[config.mk]
export PLATFORM = sky130hd
export DESIGN_NAME = fetch_decode_unit
export DESIGN_NICKNAME = d
export VERILOG_FILES = /design/src/rtl/fetch_decode_unit.sv
export SDC_FILE = /design/constraint.sdc
export NUM_CORES = 1
export LEC_CHECK = 0
export CAP_MARGIN = 10
export CORE_ASPECT_RATIO = 1.2
export CORE_MARGIN = 2
export CORE_UTILIZATION = 45
export CTS_CLUSTER_DIAMETER = 40
export CTS_CLUSTER_SIZE = 24
export DETAILED_ROUTE_END_ITERATION = 8
export PLACE_DENSITY = 0.72
export SLEW_MARGIN = 10
export SYNTH_ARGS = -nofsm -noshare
export SYNTH_HDL_FRONTEND = slang
export SYNTH_SLANG_ARGS = --single-unit
[constraint.sdc]
create_clock -name clk -period 2 [get_ports clk]
set_input_delay 0.4 -clock clk [delete_from_list [all_inputs] [get_ports clk]]
set_output_delay 0.4 -clock clk [all_outputs]
set_load 0.1 [all_outputs]
[src/rtl/fetch_decode_unit.sv]
// fetch_decode_unit: front end of the K&S datapath.
// Holds the program counter and instruction register. The IR is decoded into an opcode and
// register/memory fields, and those outputs are registered, so fields appear one clock after
// the IR is loaded.
//
// Ports:
//   clk                 system clock, all state changes on the rising edge
//   rst                 synchronous reset, active-high
//   pc_enable           advance PC by one (wraps modulo 2**ADDR_W)
//   ir_enable           capture instr_data into IR
//   branch              load PC from the registered mem_addr; takes priority over pc_enable
//   halt                freeze PC, IR and decode registers; only rst clears them
//   instr_data          word read from program memory at pc_addr
//   pc_addr             current PC
//   decoded_instruction registered decoded opcode
//   a_addr/b_addr       ALU source registers
//   c_addr              destination register
//   mem_addr            LOAD/STORE/branch target address
//   illegal_op          sticky flag, set when an undefined opcode is decoded

package k_and_s_pkg;

    typedef enum logic [3:0] {
        I_NOP    = 4'd0,
        I_LOAD   = 4'd1,
        I_STORE  = 4'd2,
        I_MOVE   = 4'd3,
        I_ADD    = 4'd4,
        I_SUB    = 4'd5,
        I_AND    = 4'd6,
        I_OR     = 4'd7,
        I_BRANCH = 4'd8,
        I_BZERO  = 4'd9,
        I_BNZERO = 4'd10,
        I_BNEG   = 4'd11,
        I_BNNEG  = 4'd12,
        I_HALT   = 4'd13
    } decoded_instruction_type;

endpackage

module fetch_decode_unit
    import k_and_s_pkg::*;
#(
    parameter int unsigned ADDR_W  = 5,
    parameter int unsigned INSTR_W = 16
) (
    input  logic                    clk,
    input  logic                    rst,
    input  logic                    pc_enable,
    input  logic                    ir_enable,
    input  logic                    branch,
    input  logic                    halt,
    input  logic [INSTR_W-1:0]      instr_data,
    output logic [ADDR_W-1:0]       pc_addr,
    output decoded_instruction_type decoded_instruction,
    output logic [1:0]              a_addr,
    output logic [1:0]              b_addr,
    output logic [1:0]              c_addr,
    output logic [ADDR_W-1:0]       mem_addr,
    output logic                    illegal_op
);

    logic [ADDR_W-1:0]       pc_q;
    logic [INSTR_W-1:0]      ir_q;
    decoded_instruction_type op_q;
    logic [1:0]              a_q, b_q, c_q;
    logic [ADDR_W-1:0]       mem_q;
    logic                    illegal_q;

    decoded_instruction_type op_d;
    logic [1:0]              a_d, b_d, c_d;
    logic [ADDR_W-1:0]       mem_d;
    logic                    illegal_d;
    logic [ADDR_W-1:0]       pc_d;

    // IR bit 7 carries no field for any opcode.
    logic unused_ir_bit;
    assign unused_ir_bit = ir_q[7];

    // Combinational decode of the current IR; the result is registered below.
    always_comb begin
        op_d      = I_NOP;
        a_d       = 2'd0;
        b_d       = 2'd0;
        c_d       = 2'd0;
        mem_d     = '0;
        illegal_d = 1'b0;
        case (ir_q[15:8])
            8'h00: op_d = I_NOP;
            8'h01: begin
                op_d  = I_LOAD;
                c_d   = ir_q[6:5];
                mem_d = ir_q[ADDR_W-1:0];
            end
            8'h02: begin
                op_d  = I_STORE;
                a_d   = ir_q[6:5];
                mem_d = ir_q[ADDR_W-1:0];
            end
            8'h03: begin
                op_d = I_MOVE;
                c_d  = ir_q[5:4];
                a_d  = ir_q[3:2];
            end
            8'h04, 8'h05, 8'h06, 8'h07: begin
                unique case (ir_q[9:8])
                    2'd0:    op_d = I_ADD;
                    2'd1:    op_d = I_SUB;
                    2'd2:    op_d = I_AND;
                    default: op_d = I_OR;
                endcase
                c_d = ir_q[5:4];
                a_d = ir_q[3:2];
                b_d = ir_q[1:0];
            end
            8'h08: begin
                op_d  = I_BRANCH;
                mem_d = ir_q[ADDR_W-1:0];
            end
            8'h09: begin
                op_d  = I_BZERO;
                mem_d = ir_q[ADDR_W-1:0];
            end
            8'h0A: begin
                op_d  = I_BNZERO;
                mem_d = ir_q[ADDR_W-1:0];
            end
            8'h0B: begin
                op_d  = I_BNEG;
                mem_d = ir_q[ADDR_W-1:0];
            end
            8'h0C: begin
                op_d  = I_BNNEG;
                mem_d = ir_q[ADDR_W-1:0];
            end
            8'hFF: op_d = I_HALT;
            default: begin
                op_d      = I_NOP;
                illegal_d = 1'b1;
            end
        endcase
    end

    // Branch target comes from the registered mem_addr, i.e. the instruction already decoded.
    always_comb begin
        pc_d = pc_q;
        if (branch) begin
            pc_d = mem_q;
        end else if (pc_enable) begin
            pc_d = pc_q + ADDR_W'(1);
        end
    end

    always_ff @(posedge clk) begin
        if (rst) begin
            pc_q      <= '0;
            ir_q      <= '0;
            op_q      <= I_NOP;
            a_q       <= 2'd0;
            b_q       <= 2'd0;
            c_q       <= 2'd0;
            mem_q     <= '0;
            illegal_q <= 1'b0;
        end else if (!halt) begin
            pc_q <= pc_d;
            if (ir_enable) begin
                ir_q <= instr_data;
            end
            op_q      <= op_d;
            a_q       <= a_d;
            b_q       <= b_d;
            c_q       <= c_d;
            mem_q     <= mem_d;
            illegal_q <= illegal_q | illegal_d;
        end
    end

    assign pc_addr             = pc_q;
    assign decoded_instruction = op_q;
    assign a_addr              = a_q;
    assign b_addr              = b_q;
    assign c_addr              = c_q;
    assign mem_addr            = mem_q;
    assign illegal_op          = illegal_q;

endmodule
# Word level (Yosys, flattened, before mapping)
# Index checks and enable logic that the tools add are counted.
totals:
  register_bits: 37
  input_bits: 22
  output_inout_bits: 21
  word_cells: 44
classes:
  addsub: 1
  eq_ne: 15
  mux: 9
  bitwise: 2
  reduce_logical: 9
ops:
  columns: ["operator", "count"]
  rows:
  - ["8-bit by 4-bit == test with 1-bit output (second input constant)", 5]
  - ["4-bit case mux with 10 select lines", 1]
  - ["8-bit by 3-bit == test with 1-bit output (second input constant)", 4]
  - ["8-bit by 2-bit == test with 1-bit output (second input constant)", 2]
  - ["5-bit 2-to-1 mux", 3]
  - ["14-bit OR reduction", 1]
  - ["8-bit by 1-bit == test with 1-bit output (second input constant)", 1]
  - ["8-bit == test (second input constant)", 1]
  - ["8-bit logical NOT", 1]
  - ["2-bit case mux with 2 select lines", 2]
  - ["7-bit OR reduction", 1]
  - ["2-bit case mux with 3 select lines", 1]
  - ["5-bit by 1-bit adder with 5-bit output (second input constant)", 1]
  - ["5-bit OR reduction", 1]
  - ["2-bit AND reduction", 2]
  - ["4-bit OR reduction", 1]
  - ["2-bit by 1-bit == test with 1-bit output (second input constant)", 1]
  - ["2-bit == test (second input constant)", 1]
  - ["2-bit logical NOT", 1]
  - ["2-bit 2-to-1 mux", 1]
  - ["2-bit nonzero test", 1]
  - ["1-bit 2-to-1 mux", 1]
  - ["1-bit inverter", 1]
  - ["1-bit bitwise OR", 1]

# Longest topological paths before layout
# Gate-level depths: netlist (run 1).
logic_depth:
  depth_word: 4
  depth_mapped: 5

# Least setup slack after synthesis (run 1)
# No wires, ideal clock.
synth_path:
  path_kind: "reg2reg"
  from: "register pc_q[0], in the netlist pc_addr[0]"
  to: "register pc_q[4], in the netlist pc_addr[4]"
  setup_time_ps: 74
  arrival_time_ps: 1787
  path_slack_ps: 138
  stages_incl_launch_ff: 5
  path_buffers: 0
  cell_sequence: "dfxtp_1 -> ha_1 -> nand3_1 -> o31a_1 -> o21ai_0"
synth_between:
  elab_chain_len: 3
synth_lines:
  columns: ["item", "line_no", "text"]
  rows:
  - ["start: declaration", "64", "logic [ADDR_W-1:0] pc_q;"]
  - ["start signal: assignment", "166", "pc_q <= pc_d;"]
  - ["5-bit by 1-bit adder with 5-bit output", "151", "pc_d = pc_q + ADDR_W'(1);"]
  - ["5-bit 2-to-1 mux", "150", "end else if (pc_enable) begin"]
  - ["5-bit 2-to-1 mux", "148", "if (branch) begin"]
# No other way between the ends. The select of a mux whose other input is x is not followed.
# A chain may end at the register's enable or synchronous reset.

==> flow_summary.ini, run 1 <==
[sta]
tns_ns = 0
setup_viol = 0
hold_viol = 0
worst_clock_skew_ns = 0.00220
rsz0062_at_grt = no
relSlewSlack_pct = 54.5
period_minus_slack_ns = 1.65
slew_viol_final = 0
post-route-period-util_pct = 82.7
worst_pin_slew_ns = 0.677
max_clock_freq_mhz = 605

[routing]
vias = 1525
post-route-drc-count = 0
wire_per_inst_um = 14.8
drtAntennaViolNets = 0
firstDrtPassIters = 4
drt_iter0_markers = 85
viasPerCell = 5.73
routed_wl_mm = 3.95

[cells_and_area]
final_area_um2 = 2120
area_growth_pct = 32.4
stdcell_count = 266
drive_above_1_share_pct = 20.1
nNetsFinal = 251
antennaDiodeCount = 0

[synth]
ys_seq_area_share_pct = 45.0
synthTopCellsByCount = nand2_1 (39), dfxtp_1 (36), a21oi_1 (21)
synth-edff-count = 0
yosysMostFrequentCell = nand2_1
syn-num-nets = 205
ys_types = 43
synth_top_cell_by_area = dfxtp_1
synth_seq_cells = 36
ys.flop_type = dfxtp_1
postSynth.asyncResetShare_pct = 0
syn_inst = 182
synth_area_um2 = 1600
yosys_warnings = 0
yosys-top-cells-area = dfxtp_1 (45%), nand2_1 (9.1%), a21oi_1 (6.6%)
synth_top_cell_area_share_pct = 45.0
syn_avg_cell_area_um2 = 8.80

[clocking]
numCtsBuffers = 5
path_clk_slew_ns = 0.06
h-tree-depth = 2
cts.repair.resized = 0
cts.sinks = 36
clock_path_buffers = 2
holdBufCountCts = 0
cts_tree = yes
insertion_delay_ns = 0.28
cts_setup_buffers = 0
cts-root-buf = clkbuf_8

[worst_setup_path]
critPathSlowestCell = or4_4
slowest_delay_ns = 0.56
path_cells = clkdlybuf4s50_1, or4_4, nor4b_2, a221o_1
end_kind = flip-flop
worst-r2r-setup-slack_ns = 0.46
cp_top_family = simple AND/OR/NAND/NOR gates
startpoint_type = input port
critical_path_buf_inv_count = 1
cp.required_ns = 2.23
path_class = input port to flip-flop
cp.arrival_ns = 1.88
cp_max_fo = 2

[outcome]
status = complete, no violations

[hold_path]
min_path_type = flip-flop to flip-flop

[run]
drv_cap = 0

[power]
p_leak_uw = 0.000809
powerDensity_nw_per_um2 = 721
ir_drop_mv = 0.625

[global_route]
antenna_found_initial = 0
grt_start_max_net_pins = 18
grt_pass1_vias = 1519
overflow = 0
grt_pass1_wl_mm = 6.76
track_usage_pct = 21.3

[place]
gp_congestion = 0.781
portBuffers = 41
dpl_cell_area_um2 = 2030
place_inst = 258
dp_hpwl_mm = 3.05

[floorplanning]
start_util_pct = 47.6
die-width_um = 58.5
die_h_um = 69.4
io_pins = 43
die_area_um2 = 4050
rows = 23
core-area_um2 = 3370
-- path summary, 6_finish.rpt --
path,from,endpoint,cells past startpoint
max,halt,c_addr[0]$_SDFFE_PP0N_,4
min,b_addr[0]$_SDFFE_PP0N_,b_addr[0]$_SDFFE_PP0N_,2
max reg2reg,ir_q[15]$_SDFFE_PP0P_,c_addr[0]$_SDFFE_PP0N_,3
min reg2reg,b_addr[0]$_SDFFE_PP0N_,b_addr[0]$_SDFFE_PP0N_,2
-- worst reg2reg max path, delay by kind of cell (launching register included) --
family	cells	cell delay, ns
flip-flops	1	0.34
AO/OA/AOI/OAI	1	0.20
AND/OR/NAND/NOR	2	0.95
-- per-stage QoR --
stage          hold WS, ns  power (uW)  setup slack [ns]  utilization, %
6_report             0.481        1530             0.346            63.0
3_5_place_dp         0.465        1030            0.0397            60.3
5_1_grt              0.499        1600             0.281            63.0
2_1_floorplan        0.449         935             0.138               -
4_1_cts              0.481        1540             0.340            63.0
3_3_place_gp         0.454        1020            0.0663            60.3
-- registers in the layout (all words and copies together) (netlist names) --
| register | cells |
|---|---|
| illegal_op | 1 |
| c_addr | 2 |
| mem_addr | 5 |
| b_addr | 2 |
| decoded_instruction | 4 |
| pc_addr | 5 |
| a_addr | 2 |
| ir_q | 15 |
-- routing by layer --
metal  share of wire, %  wire length (um)  GRT usage [%]  vias up
li1                   -                 -              -      756
met5                  0                 0              0        -
met2                 54              2130           37.7       43
met4               0.81                32           5.43        0
met3                4.9               195           5.60        5
met1                 40              1590           24.6      721
-- layout make-up --
cell class / instances / area, um^2
multi-input cells: 132 / 823
flip-flops and latches: 36 / 721
fillers: 311 / 1250
repair buffers: 51 / 433
well taps: 37 / 46.3
clock buffers: 8 / 90.1
inverters: 2 / 7.51
-- cell usage in the layout (no fill, tap or decap), drive strengths merged, types with 2 or more instances in the layout --
| cell type | Yosys | routed |
|---|---|---|
| a32oi | 2 | 2 |
| nor4 | 2 | 2 |
| nand2 | 39 | 39 |
| buf | 3 | 31 |
| clkbuf | 9 | 8 |
| nand2b | 2 | 2 |
| nor2b | 4 | 4 |
| nand4b | 3 | 3 |
| nand3 | 4 | 4 |
| a221o | 4 | 4 |
| or4 | 2 | 2 |
| and3 | 2 | 2 |
| a31oi | 2 | 2 |
| a22oi | 2 | 2 |
| nor4b | 2 | 2 |
| nor2 | 5 | 5 |
| and2 | 5 | 5 |
| inv | 2 | 2 |
| clkdlybuf4s50 | 0 | 20 |
| o21ai | 7 | 7 |
| a32o | 6 | 6 |
| dfxtp | 36 | 36 |
| o22ai | 2 | 2 |
| o31a | 2 | 2 |
| o211ai | 2 | 2 |
| a21oi | 21 | 21 |
-- logic make-up (layout without fill, tap and decap cells) --
kind of cell | Yosys count | after routing | synth area share, %
compound gates | 55 | 55 | 23.2
buf+inv | 14 | 61 | 3.59
fa+ha+maj | 1 | 1 | 0.781
flops | 36 | 36 | 45.0
simple gates | 74 | 74 | 26.3
mux | 1 | 1 | 0.625
xor+xnor | 1 | 1 | 0.547
-- where the power goes --
part           switching (uW)  internal (uW)
sequential               27.3            739
clock                     235            281
combinational             148           99.8
total                     410           1120
No activity file was read; power rests on OpenSTA's default activity.
==> run 2, diff against run 1 <==
CORE_UTILIZATION = 43   (was 45)
clock period = 1.48 ns   (was 2 ns; I/O delays follow)
==> flow_summary.ini, run 2 (synthesis results as in run 1) <==
[power]
pwr-share-comb_pct = 18.8
switchingPower_uw = 604
p_int_uw = 1560
switching_share_pct = 27.9
p_leak_uw = 0.000932
powerDensity_nw_per_um2 = 864
ir_drop_mv = 0.748
power_frac_seq_pct = 47.9
p_clk_share_pct = 33.3

[worst_setup_path]
startpoint_type = flip-flop
path_cells = or4_4, nor4b_4, a221o_1
cp_max_fo = 4
end_kind = flip-flop
critical_path_buf_inv_count = 0
slowest_delay_ns = 0.61
path_class = flip-flop to flip-flop
worst-r2r-setup-slack_ns = -0.03
crit-reg2reg-launch = ir_q[15]$_SDFFE_PP0P_
cp.arrival_ns = 1.75
worst_r2r_endpoint = c_addr[1]$_SDFFE_PP0N_
cp.required_ns = 1.72
worst-r2r-cell-count = 3
critPathSlowestCell = or4_4
cp_top_family = simple AND/OR/NAND/NOR gates

[cells_and_area]
antennaDiodeCount = 0
nNetsFinal = 260
stdcell_count = 277
final_area_um2 = 2500
top_register = ir_q
largest_register_ffs = 15
num-fill-cells = 284
area_growth_pct = 56.3
layout_commonest_cell = nand2_1
layout_common_cells = nand2_1 (39), dfxtp_1 (32), buf_12 (22), a21oi_1 (21), clkdlybuf4s50_1 (20)
drive_above_1_share_pct = 26.1

[routing]
vias = 1561
drt_iter0_markers = 52
drtAntennaViolNets = 0
post-route-drc-count = 0
routed_wl_mm = 4.18
firstDrtPassIters = 4
viasPerCell = 5.64
wire_per_inst_um = 15.1

[hold_path]
worstHoldStart = ir_q[3]$_SDFFE_PP0P_
hold_depth = 2
hold_end = ir_q[3]$_SDFFE_PP0P_
min_path_type = flip-flop to flip-flop

[clocking]
cts-root-buf = clkbuf_8
cts_tree = yes
numCtsBuffers = 5
h-tree-depth = 2
holdBufCountCts = 0
cts.sinks = 36
cts_setup_buffers = 0
insertion_delay_ns = 0.29
clock_path_buffers = 2
path_clk_slew_ns = 0.07

[global_route]
track_usage_pct = 22.1
grt_start_max_net_pins = 18
grt_pass1_wl_mm = 7.09
met2_usage_pct = 38.5
antenna_found_initial = 0
grt_pass1_vias = 1588
grt_use_met3_pct = 5.85
grt_busiest_layer = met2
grtUsageMet1_pct = 24.1
overflow = 0

[sta]
hold_viol = 0
max_clock_freq_mhz = 661
post-route-period-util_pct = 102
worst_pin_slew_ns = 0.415
worst_clock_skew_ns = 0.00422
setup_viol = 6
relSlewSlack_pct = 72.3
holdWs_ns = 0.491
rsz0062_at_grt = yes
slew_viol_final = 0
period_minus_slack_ns = 1.51
timing.final.ws_setup_ns = -0.0339

[floorplanning]
die_h_um = 70.9
start_util_pct = 44.4
core-area_um2 = 3600
die-width_um = 59.7
io_pins = 43
rows = 24
die_area_um2 = 4230

[place]
dp_hpwl_mm = 3.27
dpl_cell_area_um2 = 2380
place_ws_ns = -0.330
place_inst = 269
portBuffers = 41
gp_congestion = 0.927

[outcome]
violations = negative setup slack
status = finished, violations left

[run]
drv_cap = 0
-- run 2: cell types whose count changed in the layout (fill, tap and decap cells not counted), moves of 2 or more --
| cell | change |
|---|---|
| buf_12 | +22 |
| buf_4 | -13 |
| clkbuf_1 | -2 |
| clkinv_2 | +2 |
| dfxtp_1 | -4 |
| dfxtp_2 | +4 |
| nor4_2 | -2 |
| nor4_4 | +2 |
-- run 2: per-stage QoR --
stage	TNS, ns	util (%)	total power (uW)
after global placement	-4.10	66.1	1440
final	-0.119	69.4	2160
after global routing	-0.543	69.4	2250
after detailed placement	-5.79	66.1	1450
after floorplan	-0.0769	-	1270
after CTS	-0.146	68.9	2170
-- run 2: power groups by stage --
stage / combinational, uW / sequential (uW) / clock, uW
6_report: 407 / 1040 / 720
5_1_grt: 436 / 1040 / 779
4_1_cts: 400 / 1040 / 739
3_5_place_dp: 396 / 1060 / 0
3_3_place_gp: 384 / 1060 / 0
2_1_floorplan: 147 / 1120 / 0
-- run 2: cell type report --
type                       instances  area, um^2  share of cell area, %
tap                               39        48.8                   1.95
inverter                           2        7.51                  0.300
clock inverter                     2        10.0                  0.400
multi-input combinational        132         852                   34.0
sequential                        36         726                   29.0
timing repair buffer              60         776                   31.0
clock buffer                       6        82.6                   3.30
-- run 2: what timing repair did --
item,CTS,global route
setup endpoints to repair,4,14
pin swaps,0,4
hold endpoints to repair,0,0
resized for setup,1,3
-- run 2: per-layer routing --
layer,wire [um],vias up
met4,139,0
met5,0,-
met3,185,14
met2,2240,52
li1,-,768
met1,1620,727
-- run 2: worst max path at each step --
| stage | startpoint | end | cells past startpoint |
|---|---|---|---|
| 3_5_place_dp | halt | c_addr[1]$_SDFFE_PP0N_ | 4 |
| 3_3_place_gp | halt | c_addr[1]$_SDFFE_PP0N_ | 4 |
| 2_1_floorplan | pc_addr[3]$_SDFFE_PP0P_ | pc_addr[4]$_SDFFE_PP0P_ | 3 |
| 4_1_cts | halt | c_addr[1]$_SDFFE_PP0N_ | 4 |
| 5_1_grt | ir_q[15]$_SDFFE_PP0P_ | a_addr[1]$_SDFFE_PP0N_ | 3 |
| 6_report | ir_q[15]$_SDFFE_PP0P_ | c_addr[1]$_SDFFE_PP0N_ | 3 |
-- run 2: worst register-to-register path: cells and delay by family (launching register included) --
| kind | cells | cell delay (ns) |
|---|---|---|
| and+or+nand+nor | 2 | 0.94 |
| DFF | 1 | 0.32 |
| AOI/OAI and AO/OA | 1 | 0.21 |
==> run 3, diff against run 2 <==
ABC_CLOCK_PERIOD_IN_PS = 1480   (was not set)
==> results of run 3 <==
No change in the layout: final DEF, timing and power equal those of run 2.
